==> config.mk <==
export PLATFORM = sky130hd
export DESIGN_NAME = alu_cmd_sequencer
export DESIGN_NICKNAME = d
export VERILOG_FILES = /design/src/rtl/alu_cmd_sequencer.sv
export SDC_FILE = /design/constraint.sdc
export NUM_CORES = 1
export LEC_CHECK = 0
export ABC_AREA = 1
export BUFFER_PORTS_ARGS = -buffer_cell sky130_fd_sc_hd__clkbuf_2
export CORE_MARGIN = 1
export CORE_UTILIZATION = 34
export CTS_CLUSTER_DIAMETER = 30
export DETAILED_ROUTE_END_ITERATION = 10
export GPL_TIMING_DRIVEN = 0
export REMOVE_ABC_BUFFERS = 1
export SLEW_MARGIN = 20
export SYNTH_ARGS = -nofsm -noshare
export SYNTH_HDL_FRONTEND = slang
export SYNTH_SLANG_ARGS = --single-unit
==> constraint.sdc <==
create_clock -name clk -period 2.2 [get_ports clk]
set_input_delay 0.22 -clock clk [delete_from_list [all_inputs] [get_ports clk]]
set_output_delay 0.22 -clock clk [all_outputs]
set_load 0.01 [all_outputs]
==> src/rtl/alu_cmd_sequencer.sv <==
// alu_cmd_sequencer: queues ALU operation requests, issues them one at a
// time to a combinational 4-bit ALU and returns tagged 8-bit results.
module alu_cmd_sequencer #(
  parameter int FIFO_DEPTH = 4,
  parameter int TAG_W      = 4
) (
  input  logic             clk,
  input  logic             rst,
  input  logic             cmd_valid,
  output logic             cmd_ready,
  input  logic [3:0]       cmd_a,
  input  logic [3:0]       cmd_b,
  input  logic [2:0]       cmd_code,
  input  logic             cmd_chain,
  input  logic [TAG_W-1:0] cmd_tag,
  output logic [3:0]       alu_a,
  output logic [3:0]       alu_b,
  output logic [2:0]       alu_code,
  output logic             alu_en,
  input  logic [7:0]       alu_result,
  output logic             res_valid,
  input  logic             res_ready,
  output logic [7:0]       res_data,
  output logic [2:0]       res_code,
  output logic [TAG_W-1:0] res_tag,
  output logic             busy,
  output logic [7:0]       op_count
);

  localparam int AW = (FIFO_DEPTH > 1) ? $clog2(FIFO_DEPTH) : 1;
  localparam int CW = AW + 1;

  typedef enum logic [1:0] {
    IDLE,
    ISSUE,
    HOLD
  } state_t;

  typedef struct packed {
    logic [3:0]       a;
    logic [3:0]       b;
    logic [2:0]       code;
    logic             chain;
    logic [TAG_W-1:0] tag;
  } cmd_t;

  cmd_t             mem [FIFO_DEPTH];
  cmd_t             head;
  logic [AW-1:0]    wr_ptr;
  logic [AW-1:0]    rd_ptr;
  logic [CW-1:0]    count;
  logic             full;
  logic             empty;
  logic             push;
  logic             pop;
  logic             capture;
  logic             release_res;
  logic [3:0]       last_nib;
  logic [TAG_W-1:0] iss_tag;
  state_t           state;
  state_t           state_nx;

  // Full is decoded from the registered count, so a same-cycle pop
  // never opens a slot for a push.
  assign full      = (count == CW'(FIFO_DEPTH));
  assign empty     = (count == '0);
  assign cmd_ready = !full && !rst;
  assign push      = cmd_valid && cmd_ready;
  assign head      = mem[rd_ptr];
  assign busy      = (state != IDLE) || !empty;

  // Command storage; contents need no reset, the count guards them.
  always_ff @(posedge clk) begin
    if (push) begin
      mem[wr_ptr] <= '{a: cmd_a, b: cmd_b, code: cmd_code,
                       chain: cmd_chain, tag: cmd_tag};
    end
  end

  // FIFO pointers and occupancy.
  always_ff @(posedge clk or posedge rst) begin
    if (rst) begin
      wr_ptr <= '0;
      rd_ptr <= '0;
      count  <= '0;
    end else begin
      if (push) wr_ptr <= wr_ptr + AW'(1);
      if (pop)  rd_ptr <= rd_ptr + AW'(1);
      unique case ({push, pop})
        2'b10:   count <= count + CW'(1);
        2'b01:   count <= count - CW'(1);
        default: count <= count;
      endcase
    end
  end

  // State register.
  always_ff @(posedge clk or posedge rst) begin
    if (rst) state <= IDLE;
    else     state <= state_nx;
  end

  // Next-state: ISSUE is always one cycle, HOLD waits for the consumer.
  always_comb begin
    state_nx = state;
    case (state)
      IDLE:    if (!empty) state_nx = ISSUE;
      ISSUE:   state_nx = HOLD;
      HOLD: begin
        if (res_ready) state_nx = empty ? IDLE : ISSUE;
      end
      default: state_nx = IDLE;
    endcase
  end

  // Per-state strobes: pop a command, capture the ALU, retire a result.
  always_comb begin
    pop         = 1'b0;
    capture     = 1'b0;
    release_res = 1'b0;
    case (state)
      IDLE:  pop = !empty;
      ISSUE: capture = 1'b1;
      HOLD: begin
        release_res = res_ready;
        pop         = res_ready && !empty;
      end
      default: ;
    endcase
  end

  // ALU drive and result capture; alu_result is only sampled in ISSUE.
  always_ff @(posedge clk or posedge rst) begin
    if (rst) begin
      alu_a     <= '0;
      alu_b     <= '0;
      alu_code  <= '0;
      alu_en    <= 1'b0;
      iss_tag   <= '0;
      last_nib  <= '0;
      res_valid <= 1'b0;
      res_data  <= '0;
      res_code  <= '0;
      res_tag   <= '0;
      op_count  <= '0;
    end else begin
      if (release_res) res_valid <= 1'b0;
      if (pop) begin
        alu_a    <= head.chain ? last_nib : head.a;
        alu_b    <= head.b;
        alu_code <= head.code;
        alu_en   <= 1'b1;
        iss_tag  <= head.tag;
      end
      if (capture) begin
        res_data  <= alu_result;
        last_nib  <= alu_result[3:0];
        res_code  <= alu_code;
        res_tag   <= iss_tag;
        res_valid <= 1'b1;
        op_count  <= op_count + 8'd1;
        alu_en    <= 1'b0;
      end
    end
  end

endmodule

# [Word-level counts from Yosys, hierarchy flattened]
# Memories as Yosys holds them, arrays and structs flattened.
# Cells that the tools add are included.
[word_totals] mem_count=1 ramBits=64 register_bits=53 out_inout_bits=38 in_bits=28
[classes] addsub=5 muxes=15 n_reduce_logical=14 eq_ne=7
[memory_table] name="mem" words=4 width=16 rd=1 rd_ports_with_merged_regs=0 wr=1 line_no="47" text="cmd_t mem [FIFO_DEPTH];"
[op_table] cell="2-to-1 mux 1 bit" count=9
[op_table] cell="adder 8 x 1 -> 8 bit (second input constant)" count=1
[op_table] cell="nonzero test 2 bit" count=4
[op_table] cell="case mux 2 bit (3 select lines)" count=1
[op_table] cell="case mux 3 bit (2 select lines)" count=1
[op_table] cell="adder 2 x 1 -> 2 bit (second input constant)" count=2
[op_table] cell="equality test 2 x 1 -> 1 bit (second input constant)" count=2
[op_table] cell="equality test 2 bit (second input constant)" count=2
[op_table] cell="2-to-1 mux 2 bit" count=2
[op_table] cell="2-to-1 mux 4 bit" count=1
[op_table] cell="inequality test 2 bit (second input constant)" count=2
[op_table] cell="adder 3 x 1 -> 3 bit (second input constant)" count=1
[op_table] cell="equality test 3 bit (second input constant)" count=1
[op_table] cell="logical AND 1 bit" count=3
[op_table] cell="zero test 1 bit" count=3
[op_table] cell="zero test 3 bit" count=1
[op_table] cell="subtractor 3 x 1 -> 3 bit (second input constant)" count=1
[op_table] cell="zero test 2 bit" count=1
[op_table] cell="case mux 1 bit (2 select lines)" count=1
[op_table] cell="AND reduction 2 bit" count=1
[op_table] cell="logical OR 1 bit" count=1

# [Logic depth before layout (Yosys ltp)]
[logic_depth] word_depth=6 ltp_mapped=10 ltp_nobuf=9

# [Worst setup path after synthesis]
# Ideal clock, no wire load.
[synth_timing] path_type="input port to flip-flop" start="in rst" end="reg count[2]" setup_ns=0.131 n_path_buf=0 arrival_time_ns=2.840 path_stages=7 setup_slack_ns=-0.771 path_cell_list="inv_1 > nand3_1 > ha_1 > fa_1 > a21oi_1 > o21ai_0 > xor2_1"
[synth_between] elab_chain_len=5 elab_cells_between_ends=7
[synth_lines] element="start: declaration" line_no="8" text="input logic rst,"
[synth_lines] element="zero test 1 bit (no source line) *"
[synth_lines] element="logical AND 1 bit *" line_no="67" text="assign cmd_ready = !full && !rst;"
[synth_lines] element="logical AND 1 bit *" line_no="68" text="assign push = cmd_valid && cmd_ready;"
[synth_lines] element="equality test 2 x 1 -> 1 bit or equality test 2 bit (tied branches)" line_no="89" text="unique case ({push, pop})"
[synth_lines] element="case mux 3 bit (2 select lines) or nonzero test 2 bit (tied branches)"
[synth_lines] element="end signal: assignment" line_no="90" text="2'b10: count <= count + CW'(1);"
[synth_lines] element="end signal: assignment" line_no="91" text="2'b01: count <= count - CW'(1);"
[synth_lines] element="end signal: assignment" line_no="92" text="default: count <= count;"
[synth_lines] element="end: declaration" line_no="51" text="logic [CW-1:0] count;"
# Mark *: on every way between the ends. The rest lies on a longest branch, timed or not.
# A chain may end at the register's enable or synchronous reset.

# [Final worst setup path]
# Ends and elaborated chain as after synthesis.

==> flow_summary.json <==
{
  "core_area_um2": 13240,
  "postCtsSetupBuffers": 0,
  "holdPathStages": 3,
  "powerDensity_nw_per_um2": 1476,
  "synth-seq-cells": 113,
  "worstPathRequired_ns": 2.48,
  "multi_input_area_um2": 1271,
  "antenna_found_initial": 0,
  "n_fill_cell": 1266,
  "io_pins": 66,
  "r2r-end": "alu_a[0]",
  "drt_wl_total_um": 9657,
  "rr_startpoint": "rd_ptr[1]",
  "postLayoutCellArea_um2": 5854,
  "worstSkewPairLatency_ns": 0.41,
  "fin_skew_ns": 0.007304,
  "drive_gt1_share_pct": 23.95,
  "avgRoutedWirePerCell_um": 13.84,
  "synth_cells": 429,
  "endpoint_kind": "flop",
  "yosys_warnings": 0,
  "worstMarginPinSlew_ns": 0.9094,
  "path_clk_slew_ns": 0.05,
  "critPathKind": "in -> reg",
  "clkSinkCount": 113,
  "rows": 42,
  "placed_area_um2": 5194,
  "num_vias": 3215,
  "rsz0062_at_grt": "false",
  "timing.final.ws_setup_ns": 0.1211,
  "ys_types": 24,
  "maxCapViolCount": 0,
  "synth_ff_type": "edfxtp_1",
  "grt_overflow_total": 0,
  "cts_tree": "yes",
  "grtUsageTotal_pct": 15.02,
  "place.detailed.hpwl_um": 6308,
  "status": "finished clean",
  "clock.fmax_mhz": 481.0,
  "min_to": "res_data[4]",
  "die_x_um": 118.7,
  "port_buffers": 65,
  "drt_iter0_drc": 152,
  "drv_slew": 0,
  "slew_headroom_pct": 39.23,
  "ys_seq_area_share_pct": 67.98,
  "root_buffer": "clkbuf_16",
  "async_flop_share_pct": 43.36,
  "drt_first_pass_iters": 4,
  "leakage_nw": 2.575,
  "ir_drop_v": 0.0006081,
  "clk_path_buf_depth": 2,
  "path_max_fanout": 8,
  "finalSetupViolations": 0,
  "dp_slack_ns": -0.3130,
  "vias_per_cell": 4.606,
  "period_needed_ns": 2.079,
  "numCtsBuffers": 17,
  "critPathArrivalTime_ns": 2.36,
  "hold_violations": 0,
  "place.gp.congestion": 0.8480,
  "utilization_pct": 44.21,
  "avgSynthCellArea_um2": 10.79,
  "grt_max_degree": 36,
  "start_util_pct": 34.97,
  "antenna_cells": 0,
  "nets": 544,
  "hold_ws_ns": 0.01847,
  "hold_path_class": "in -> reg",
  "route.detailed.drc": 0,
  "seq_area_um2": 3152,
  "grt_pass1_wl_um": 15880,
  "htreeDepth": 4,
  "reg2reg_depth": 6,
  "synth_area_um2": 4631,
  "finalCritPeriodShare_pct": 94.49,
  "synth-edff-count": 64,
  "power.total_mw": 8.643,
  "cp-start-kind": "input port",
  "grt_pass1_vias": 3160,
  "die_y_um": 118.7,
  "area_delta_synth_final_pct": 26.43,
  "ff2ff_setup_slack_ns": 0.17,
  "min_from": "alu_result[4]",
  "die-area_um2": 14090,
  "ant_nets": 0
}
## per-layer routing
layer  GRT usage [%]  part of all wire (%)  up-vias  wire, um
met5               0                     0        -         0
met4           5.775                   1.1        0       109
met3           5.019                   5.3       10       515
met2           23.83                    49       86      4693
met1           18.91                    45     1549      4339
li1                -                     -     1570         -
## critical path, cell delays in order
cell and delay, ns:
dlygate4sd3_1 0.53, clkbuf_2 0.12, inv_2 0.08, buf_12 0.11, nand3_2 0.20, ha_2 0.29
fa_1 0.38, a21oi_1 0.16, o21ai_0 0.11, xor2_1 0.15
## Yosys cell counts, types with 3 or more instances
cell type | instances | area, um2
nor2_1 | 50 | 187.7
a21oi_1 | 3 | 15.01
edfxtp_1 | 64 | 1922
o21ai_1 | 8 | 40.04
inv_2 | 3 | 11.26
dfrtp_1 | 49 | 1226
ha_1 | 6 | 75.07
inv_1 | 35 | 131.4
nand2_1 | 112 | 420.4
xor2_1 | 6 | 52.55
nand3_1 | 27 | 135.1
o21ai_0 | 39 | 195.2
buf_2 | 9 | 45.04
## sequential cells by signal, indices dropped and copies added, names as in the netlist
| register | flops |
|---|---|
| mem | 64 |
| op_count | 8 |
| res_data | 8 |
| alu_a | 4 |
| alu_b | 4 |
| iss_tag | 4 |
| res_tag | 4 |
| alu_code | 3 |
| count | 3 |
| res_code | 3 |
| rd_ptr | 2 |
| state | 2 |
| wr_ptr | 2 |
| alu_en | 1 |
| res_valid | 1 |
## stage by stage
step	instances	TNS, ns
after detailed placement	661	-3.361
after global routing	698	0
after CTS	697	0
final	698	0
after global placement	655	-142.19
after floorplan	414	-49.74
## cell families after synthesis
logic type | Yosys count | synth area share [%]
DFF | 113 | 67.98
xor gates and xnor gates | 7 | 1.324
adders and majority gates | 7 | 2.053
AOI/OAI and AO/OA | 52 | 5.890
and+or+nand+nor | 197 | 17.67
buffers and inverters | 53 | 5.080
## worst max path at each step
| stage | startpoint | end | cells past startpoint |
|---|---|---|---|
| floorplan | rst | count[2] | 7 |
| global placement | rst | mem[1][11] | 4 |
| detailed placement | rd_ptr[0] | alu_a[0] | 7 |
| CTS | count[0] | count[2] | 9 |
| global route | count[0] | count[1] | 8 |
| finish | rst | count[2] | 10 |
## layout make-up
cell class | count | area share, %
clock inverter | 11 | 2.308
clock buffer | 21 | 8.057
tap | 176 | 3.761
multi-input combinational | 264 | 21.71
timing repair inverter | 1 | 0.08549
sequential | 113 | 53.84
timing repair buffer | 74 | 7.694
inverter | 38 | 2.543
## layout by cell type, fill, tap and decap left out, types with 2 or more instances in the layout
master	netlist	layout
buf_6	2	2
nand3_1	27	26
clkbuf_2	2	65
o21ai_1	8	8
clkinv_2	0	5
inv_2	3	6
nand2_1	112	112
a21oi_1	3	3
clkbuf_1	0	2
nor2_4	2	2
clkbuf_16	0	18
nor3_2	2	2
clkinvlp_4	0	2
nand4_1	2	2
nand3_2	2	3
bufinv_16	0	3
dlygate4sd3_1	0	2
xor2_1	6	6
nor2_1	50	46
nor2_2	0	5
edfxtp_1	64	64
ha_1	6	5
o21ai_0	39	39
inv_1	35	30
buf_8	0	2
dfrtp_1	49	48
## what timing repair did
action	CTS	global route
cloned	1	1
pin swaps	1	0
endpoints found under the hold margin	10	0
setup endpoints to repair	17	6
hold buffers	3	0
gates resized for setup	3	6
## where the power goes
part / leakage, nW / switching (mW) / internal, mW / total, mW
clock: 0.299 / 0.899 / 1.86 / 2.76
combinational: 1.10 / 1.69 / 0.917 / 2.61
sequential: 1.18 / 0.446 / 2.82 / 3.27
total: 2.58 / 3.04 / 5.60 / 8.64
No activity file was read; power rests on OpenSTA's default activity.
